==> src/rtl/lsu_pkg.sv <==
// Shared types and decode helpers for the load/store unit.
// The optional MISALIGN_TRAP_EN build switch is consumed by load_store_unit.
package lsu_pkg;

  typedef enum logic [2:0] {
    S_IDLE,
    S_LOAD,
    S_RMW_RD,
    S_WRITE,
    S_RESP
  } state_t;

  localparam logic [2:0] F3_B  = 3'b000;
  localparam logic [2:0] F3_H  = 3'b001;
  localparam logic [2:0] F3_W  = 3'b010;
  localparam logic [2:0] F3_BU = 3'b100;
  localparam logic [2:0] F3_HU = 3'b101;

  // Access size in bytes; funct3[1:0] alone selects byte/half/word.
  function automatic logic [2:0] f3_size(input logic [2:0] f3);
    case (f3[1:0])
      2'b00:   return 3'd1;
      2'b01:   return 3'd2;
      default: return 3'd4;
    endcase
  endfunction

endpackage

==> src/rtl/lsu_lane.sv <==
// Combinational lane logic: load extract/extend and store merge for
// little-endian byte/half/word accesses within one 32-bit word.
module lsu_lane
  import lsu_pkg::*;
(
  input  logic [31:0] word,
  input  logic [1:0]  off,
  input  logic [2:0]  funct3,
  input  logic [31:0] st_data,
  output logic [31:0] ld_data,
  output logic [31:0] st_word
);

  logic [31:0] shifted;

  always_comb begin
    shifted = word >> {off, 3'b000};
    case (funct3)
      F3_B:    ld_data = {{24{shifted[7]}}, shifted[7:0]};
      F3_BU:   ld_data = {24'h0, shifted[7:0]};
      F3_H:    ld_data = {{16{shifted[15]}}, shifted[15:0]};
      F3_HU:   ld_data = {16'h0, shifted[15:0]};
      F3_W:    ld_data = shifted;
      default: ld_data = shifted;
    endcase
  end

  always_comb begin
    st_word = word;
    case (funct3[1:0])
      2'b00:   st_word[{off, 3'b000} +: 8]         = st_data[7:0];
      2'b01:   st_word[{off[1], 4'b0000} +: 16]    = st_data[15:0];
      default: st_word                             = st_data;
    endcase
  end

endmodule

==> src/rtl/load_store_unit.sv <==
// Load/store unit between execute and a word-write data memory.
// Build option: define MISALIGN_TRAP_EN to trap misaligned half/word accesses.
module load_store_unit
  import lsu_pkg::*;
#(
  parameter logic [31:0] ADDR_LIMIT = 32'h0002_0000,
  parameter logic [31:0] ALIGN_MASK = 32'hFFFF_FFFC
) (
  input  logic        clk,
  input  logic        rst_n,
  input  logic        req_valid,
  output logic        req_ready,
  input  logic        req_we,
  input  logic [2:0]  req_funct3,
  input  logic [31:0] req_addr,
  input  logic [31:0] req_wdata,
  output logic        rsp_valid,
  input  logic        rsp_ready,
  output logic [31:0] rsp_rdata,
  output logic        rsp_err,
  output logic        mem_we,
  output logic [31:0] mem_a,
  output logic [31:0] mem_wd,
  input  logic [31:0] mem_rd
);

  state_t      state, state_nx;
  logic        r_we;
  logic [2:0]  r_f3;
  logic [31:0] r_addr;
  logic [31:0] r_wdata;
  logic [31:0] wbuf;
  logic [31:0] rdata_q;
  logic        err_q;

  logic [2:0]  req_size;
  logic        f3_bad, range_bad, misalign, req_err, accept;
  logic [1:0]  eff_off;
  logic [31:0] word_addr;
  logic [31:0] ld_data, st_word;

  // Request decode, evaluated on the live request so errors resolve at accept.
  always_comb begin
    req_size  = f3_size(req_funct3);
    f3_bad    = req_we ? (req_funct3 > F3_W)
                       : (req_funct3 == 3'b011 || req_funct3[2:1] == 2'b11);
    range_bad = ({1'b0, req_addr} + {30'h0, req_size}) > {1'b0, ADDR_LIMIT};
`ifdef MISALIGN_TRAP_EN
    misalign  = (req_size == 3'd2 && req_addr[0]) ||
                (req_size == 3'd4 && req_addr[1:0] != 2'b00);
`else
    misalign  = 1'b0;
`endif
    req_err   = f3_bad | range_bad | misalign;
    accept    = req_valid && (state == S_IDLE);
  end

  // Without trapping, low address bits are forced to natural alignment here.
  always_comb begin
    case (f3_size(r_f3))
      3'd1:    eff_off = r_addr[1:0];
      3'd2:    eff_off = {r_addr[1], 1'b0};
      default: eff_off = 2'b00;
    endcase
    word_addr = r_addr & ALIGN_MASK;
  end

  lsu_lane u_lane (
    .word    (mem_rd),
    .off     (eff_off),
    .funct3  (r_f3),
    .st_data (r_wdata),
    .ld_data (ld_data),
    .st_word (st_word)
  );

  always_ff @(posedge clk or negedge rst_n) begin
    if (!rst_n) state <= S_IDLE;
    else        state <= state_nx;
  end

  always_comb begin
    state_nx  = state;
    req_ready = 1'b0;
    rsp_valid = 1'b0;
    mem_we    = 1'b0;
    mem_a     = '0;
    mem_wd    = '0;
    case (state)
      S_IDLE: begin
        req_ready = 1'b1;
        if (req_valid) begin
          if (req_err)                  state_nx = S_RESP;
          else if (!req_we)             state_nx = S_LOAD;
          else if (req_funct3 == F3_W)  state_nx = S_WRITE;
          else                          state_nx = S_RMW_RD;
        end
      end
      S_LOAD: begin
        mem_a    = word_addr;
        state_nx = S_RESP;
      end
      S_RMW_RD: begin
        mem_a    = word_addr;
        state_nx = S_WRITE;
      end
      S_WRITE: begin
        mem_we   = r_we;
        mem_a    = word_addr;
        mem_wd   = wbuf;
        state_nx = S_RESP;
      end
      S_RESP: begin
        rsp_valid = 1'b1;
        if (rsp_ready) state_nx = S_IDLE;
      end
      default: state_nx = S_IDLE;
    endcase
  end

  always_ff @(posedge clk or negedge rst_n) begin
    if (!rst_n) begin
      r_we    <= 1'b0;
      r_f3    <= '0;
      r_addr  <= '0;
      r_wdata <= '0;
      wbuf    <= '0;
      rdata_q <= '0;
      err_q   <= 1'b0;
    end else begin
      if (accept) begin
        r_we    <= req_we;
        r_f3    <= req_funct3;
        r_addr  <= req_addr;
        r_wdata <= req_wdata;
        wbuf    <= req_wdata;
        rdata_q <= '0;
        err_q   <= req_err;
      end
      if (state == S_LOAD)   rdata_q <= ld_data;
      if (state == S_RMW_RD) wbuf    <= st_word;
      if (state == S_RESP && rsp_ready) begin
        rdata_q <= '0;
        err_q   <= 1'b0;
      end
    end
  end

  assign rsp_rdata = rdata_q;
  assign rsp_err   = err_q;

endmodule
==> config.mk <==
export PLATFORM = sky130hd
export DESIGN_NAME = load_store_unit
export DESIGN_NICKNAME = d
export VERILOG_FILES = /design/src/rtl/lsu_pkg.sv /design/src/rtl/lsu_lane.sv /design/src/rtl/load_store_unit.sv
export SDC_FILE = /design/constraint.sdc
export NUM_CORES = 1
export LEC_CHECK = 0
export BUFFER_PORTS_ARGS = -buffer_cell sky130_fd_sc_hd__buf_2
export CORE_AREA = 2 2 128 142
export DETAILED_ROUTE_END_ITERATION = 12
export DIE_AREA = 0 0 130 144
export HOLD_SLACK_MARGIN = 0.12
export PLACE_DENSITY_LB_ADDON = 0.08
export SETUP_SLACK_MARGIN = 0.05
export SYNTH_ARGS = -nofsm -noshare
export SYNTH_HDL_FRONTEND = slang
export SYNTH_HIERARCHICAL = 1
export SYNTH_SLANG_ARGS = --single-unit
==> constraint.sdc <==
create_clock -name clk -period 2.4 [get_ports clk]
set_input_delay 0.48 -clock clk [delete_from_list [all_inputs] [get_ports clk]]
set_output_delay 0.48 -clock clk [all_outputs]
set_load 0.02 [all_outputs]
# == Word-level counts from Yosys, hierarchy flattened ==
# Index checks and enable logic that the tools add are counted.
# classes
n_eq_ne,16
n_bitwise,1
shift,5
addsub,3
n_lt_le_gt_ge,2
muxes,26
n_reduce_logical,13
# ops
op,count
two-way mux 32 bit,7
one-hot mux 32 bit (4 select lines),1
bitwise mux 32 bit,2
one-hot mux 32 bit (2 select lines),1
adder 32 x 3 -> 33 bit,1
"greater-than comparator 33 x 18 -> 1 bit, second input constant",1
"variable shift 16 x 7 -> 32 bit, first input constant",1
"variable shift 8 x 7 -> 32 bit, first input constant",1
variable part select 16 x 7 -> 32 bit,1
variable part select 8 x 7 -> 32 bit,1
right shift 32 x 5 -> 32 bit,1
"equality test 3 x 2 -> 1 bit, second input constant",5
negator 5 -> 7 bit,2
one-hot mux 3 bit (2 select lines),2
one-hot mux 3 bit (4 select lines),1
"equality test 3 x 1 -> 1 bit, second input constant",3
"equality test 3 bit, second input constant",3
two-way mux 3 bit,3
two-way mux 1 bit,7
logical NOT 3 bit,2
"equality test 2 x 1 -> 1 bit, second input constant",2
logical NOT 2 bit,2
"inequality test 2 bit, second input constant",2
one-hot mux 2 bit (2 select lines),1
other kinds (11),13
# totals
register_bits,136
word_cells,74
in_bits,104
output_inout_bits,100

# == Longest topological paths before layout ==
# depth
word_depth,9
ltp_mapped,11
mapped_depth_nobuf,11

# == Cells and area by module ==
# The synthesis kept the hierarchy.
# modules_own_cells
mod,seq_area_each_um2,instances,area_per_inst_um2,cells_each
load_store_unit,3403.3,1,6498.7,579
lsu_lane,0.0,1,1824.2,259

# == Least setup slack after synthesis ==
# Ideal clock, no wire load.
# synth_path
path_kind,input port to flip-flop
start,in req_funct3[0]
end,reg state[2]
path_buffers,0
setup_ps,124
cell_stages,10
path_slack_ps,-415
arrival_ps,2691
t_required_ps,2276
path_cell_list,nor2_1 -> ha_1 -> fa_1 -> a21oi_1 -> nor3_2 -> nand2_1 -> or4b_1 -> a211oi_2 -> o2111ai_2 -> a211o_1
# synth_between
elab_chain_len,8
elab_cells_between_ends,13
cone_classes,add/sub: 1; order compare: 2; eq/ne: 2; mux: 5; bitwise: 1; reduce/logical: 2
# synth_rtl
element,line,source
"start, declared",load_store_unit.sv:14,"input logic [2:0] req_funct3,"
equality test 2 x 1 -> 1 bit or logical NOT 2 bit (tied branches),lsu_pkg.sv:21,case (f3[1:0])
one-hot mux 3 bit (2 select lines),lsu_pkg.sv:21,
adder 32 x 3 -> 33 bit,load_store_unit.sv:47,"range_bad = ({1'b0, req_addr} + {30'h0, req_size}) > {1'b0, ADDR_LIMIT};"
greater-than comparator 33 x 18 -> 1 bit,load_store_unit.sv:47,
bitwise OR 1 bit (*),load_store_unit.sv:54,req_err = f3_bad | range_bad | misalign;
two-way mux 3 bit (*),load_store_unit.sv:93,if (req_err) state_nx = S_RESP;
two-way mux 3 bit (*),load_store_unit.sv:92,if (req_valid) begin
one-hot mux 3 bit (4 select lines) (*),load_store_unit.sv:89,case (state)
"end signal, assigned",load_store_unit.sv:79,else state <= state_nx;
"end, declared",load_store_unit.sv:27,"state_t state, state_nx;"
# Mark *: on every way between the ends. The rest lies on a longest branch, timed or not. The select of a mux whose other input is x is not followed.
# A chain may end at the register's enable or synchronous reset.

# == Final worst setup path ==
# layout_path
start,in req_addr[2]
end,reg state[2]
# layout_between
elab_chain_len,6
# layout_rtl
element,line,source
"start, declared",load_store_unit.sv:15,"input logic [31:0] req_addr,"
adder 32 x 3 -> 33 bit,load_store_unit.sv:47,
greater-than comparator 33 x 18 -> 1 bit,load_store_unit.sv:47,
bitwise OR 1 bit,load_store_unit.sv:54,
two-way mux 3 bit,load_store_unit.sv:93,
two-way mux 3 bit,load_store_unit.sv:92,
one-hot mux 3 bit (4 select lines),load_store_unit.sv:89,
# No other way between the ends. The select of a mux whose other input is x is not followed.

==> impl_metrics.json <==
{
  "status": "finished, violations left",
  "failed_checks": "setup timing",
  "rsz0062_at_grt": "yes",
  "start_kind": "input pin",
  "grt_first_pass_wirelength_mm": 41.7,
  "startpoint": "req_addr[2]",
  "ir_drop_v": 0.000582,
  "h-tree-depth": 4,
  "post-route-drc-count": 0,
  "hold_path.startpoint": "req_wdata[3]",
  "finalHoldViolCount": 0,
  "rows": 51,
  "grt_max_degree": 49,
  "final_common_cell": "buf_2",
  "layout-area-overhead-vs-synth_pct": 30.9,
  "p_leak_nw": 5.11,
  "dp_hpwl_mm": 19.7,
  "max_freq_mhz": 401,
  "ys_warn_count": 6,
  "rrSetupSlack_ns": 0.13,
  "critPathSlowestCell": "or4b_4",
  "critPathMaxStageDelay_ns": 0.50,
  "die_area_mm2": 0.0187,
  "initial_core_util": 0.478,
  "pre_cts_ws_ns": -0.735,
  "routed_wl_mm": 27.1,
  "grt_pass1_vias": 7696,
  "worst_skew_pair.late_latency_ns": 0.43,
  "ys_seq_area_frac": 0.409,
  "vias_per_cell": 5.99,
  "relSlewSlack": 0.661,
  "finClkSkew_ns": 0.00879,
  "setup_viol": 3,
  "critical_path_required_ns": 2.71,
  "core_area_mm2": 0.0174,
  "r2r_start": "r_f3[1]",
  "crit_type": "input pin to flop",
  "fin_crit_sh": 1.04,
  "crit_path_end_kind": "flop",
  "crit_chain": "buf_2 > ha_4 > a21oi_1 > a211o_4 > nor3_4 > or4b_4 > a211oi_4 > o2111ai_4 > a211o_1",
  "vias": 7925,
  "io_pins": 204,
  "drt_pass1_iterations": 5,
  "drive_gt1_frac": 0.412,
  "drv_slew": 0,
  "fin_area_mm2": 0.0109,
  "fin_nets": 1183,
  "netlist_instances": 838,
  "layout_common_cells": "buf_2 (198), dfrtp_1 (135), mux2_2 (84)",
  "cp_top_family": "compound AO/OA/AOI/OAI gates",
  "synthFlopType": "dfrtp_1",
  "ctsLongestPathBuffers": 2,
  "antenna_found_initial": 0,
  "setup_slack_ns": -0.0954,
  "grt_use_total": 0.290,
  "drt-initial-drc-count": 627,
  "die_h_um": 144,
  "async_flop_share": 1.00,
  "crit_buf_inv": 1,
  "tightest_slew_ns": 0.507,
  "placed_area_mm2": 0.0100,
  "synth_edf_count": 0,
  "cts_root_buf": "clkbuf_16",
  "gp_congestion": 0.908,
  "cts_buffers": 17,
  "worstPathArrival_ns": 2.80,
  "cts_tree": "yes",
  "ant_nets": 0,
  "power.density_mw_per_mm2": 752,
  "final.min_clock_period_ns": 2.50,
  "clk_pin_slew_ns": 0.07,
  "grt_overflow": 0,
  "portBuffers": 201,
  "min_path_type": "input pin to flop",
  "cts_sinks": 136,
  "wl_per_cell_um": 20.5,
  "avgSynthCellArea_um2": 9.93,
  "yosysUniqueCellTypes": 70,
  "chipWidth_um": 130,
  "cp_max_fo": 5,
  "drv_cap": 0,
  "ys_seq_elements": 136,
  "syn_area_mm2": 0.00832
}
power breakdown:
group / switching (mW) / leakage, nW / internal (mW)
Sequential: 0.324 / 1.66 / 2.70
Combinational: 1.36 / 3.17 / 1.18
Clock: 1.15 / 0.277 / 1.47
Total: 2.84 / 5.11 / 5.35
repair_timing:
action                                  4_1_cts  5_1_grt
hold endpoints to repair                     38        0
endpoints found under the setup margin       31       53
setup buffers                                 1        3
pin swaps                                    12       15
cloned                                        0        0
resized for setup                            18       30
hold buffers                                  1        0
cells by family (layout without fill, tap and decap cells):
kind of cell               count (synthesis)  count (layout)  synth area share
AOI/OAI and AO/OA                        262             262             0.223
buffers and inverters                     90             334            0.0471
DFF                                      136             136             0.409
xor gates and xnor gates                   8               8           0.00842
other                                      1               4          0.000451
adders and majority gates                  9               9            0.0144
and+or+nand+nor                          221             221             0.151
muxes                                    111             111             0.147
area by class of cell:
| cell class | count | area, um2 |
|---|---|---|
| fill | 1545 | 6520 |
| multi-input combinational | 613 | 4800 |
| sequential | 136 | 3400 |
| timing repair buffer | 279 | 1730 |
| clock buffer | 17 | 425 |
| tap | 238 | 298 |
| clock inverter | 15 | 154 |
| inverter | 23 | 86.3 |
| antenna | 2 | 5.00 |
metrics by stage:
step	utilization	std cells	total power, mW	hold slack (ns)	TNS (ns)
after detailed placement	0.575	1284	5.43	0.419	-2.56
after CTS	0.614	1318	8.08	0.285	-0.496
after global routing	0.625	1321	8.58	0.295	-0.403
after global placement	0.575	1284	5.39	0.424	-2.40
final	0.626	1323	8.19	0.303	-0.178
after floorplan	-	839	4.58	0.184	-1.04
state kept, by name (all words and copies together) (netlist names):
signal     count
r_addr        32
r_f3           3
r_wdata       32
r_we           1
rsp_err        1
rsp_rdata     32
state          3
wbuf          32
worst reg2reg max path, delay by kind of cell, from the launching register on:
kind                     cells  cell delay (ns)
adder cells (fa/ha/maj)      1             0.22
buffers and inverters        2             0.27
flip-flops                   1             0.45
AND/OR/NAND/NOR              3             0.85
AO/OA/AOI/OAI                3             0.41
worst paths after layout:
| check | end | cells after the start |
|---|---|---|
| min in group asynchronous | wbuf[19] | 2 |
| setup / recovery | state[2] | 9 |
| hold / removal | r_wdata[3] | 2 |
| setup reg to reg | wbuf[22] | 9 |
| hold reg to reg | rsp_rdata[14] | 1 |
| max in group asynchronous | r_addr[15] | 3 |
cell usage after synthesis, types with 3 or more instances:
library cell	instances	area, um2
nor2_1	21	78.8
and3_1	42	263
xor2_1	4	35.0
xnor2_1	4	35.0
nor3b_1	4	30.0
mux2i_1	24	240
a221o_1	7	70.1
o211ai_1	17	128
buf_2	7	35.0
ha_1	8	100
clkbuf_1	46	173
nor3_1	10	50.1
buf_1	4	15.0
inv_1	22	82.6
o221ai_1	16	140
o22ai_1	65	407
nand3_1	11	55.1
buf_4	8	60.1
and2_1	36	225
o21ai_0	25	125
nand2_1	52	195
a211oi_1	5	37.5
a21oi_1	60	300
mux2_2	86	968
nand4_1	6	37.5
a22o_1	40	350
nor4b_1	9	78.8
nor4_1	5	31.3
a41oi_1	3	26.3
dfrtp_1	136	3400
nor2b_1	7	43.8
metal layers:
metal | global-route usage | routed length, um | up-vias | share of wire
li1 | - | - | 3645 | -
met1 | 0.361 | 11000 | 3868 | 0.41
met2 | 0.481 | 13400 | 355 | 0.49
met3 | 0.0692 | 1860 | 57 | 0.069
met4 | 0.127 | 899 | 0 | 0.033
met5 | 0 | 0 | - | 0
(Power assumes the default switching activity.)
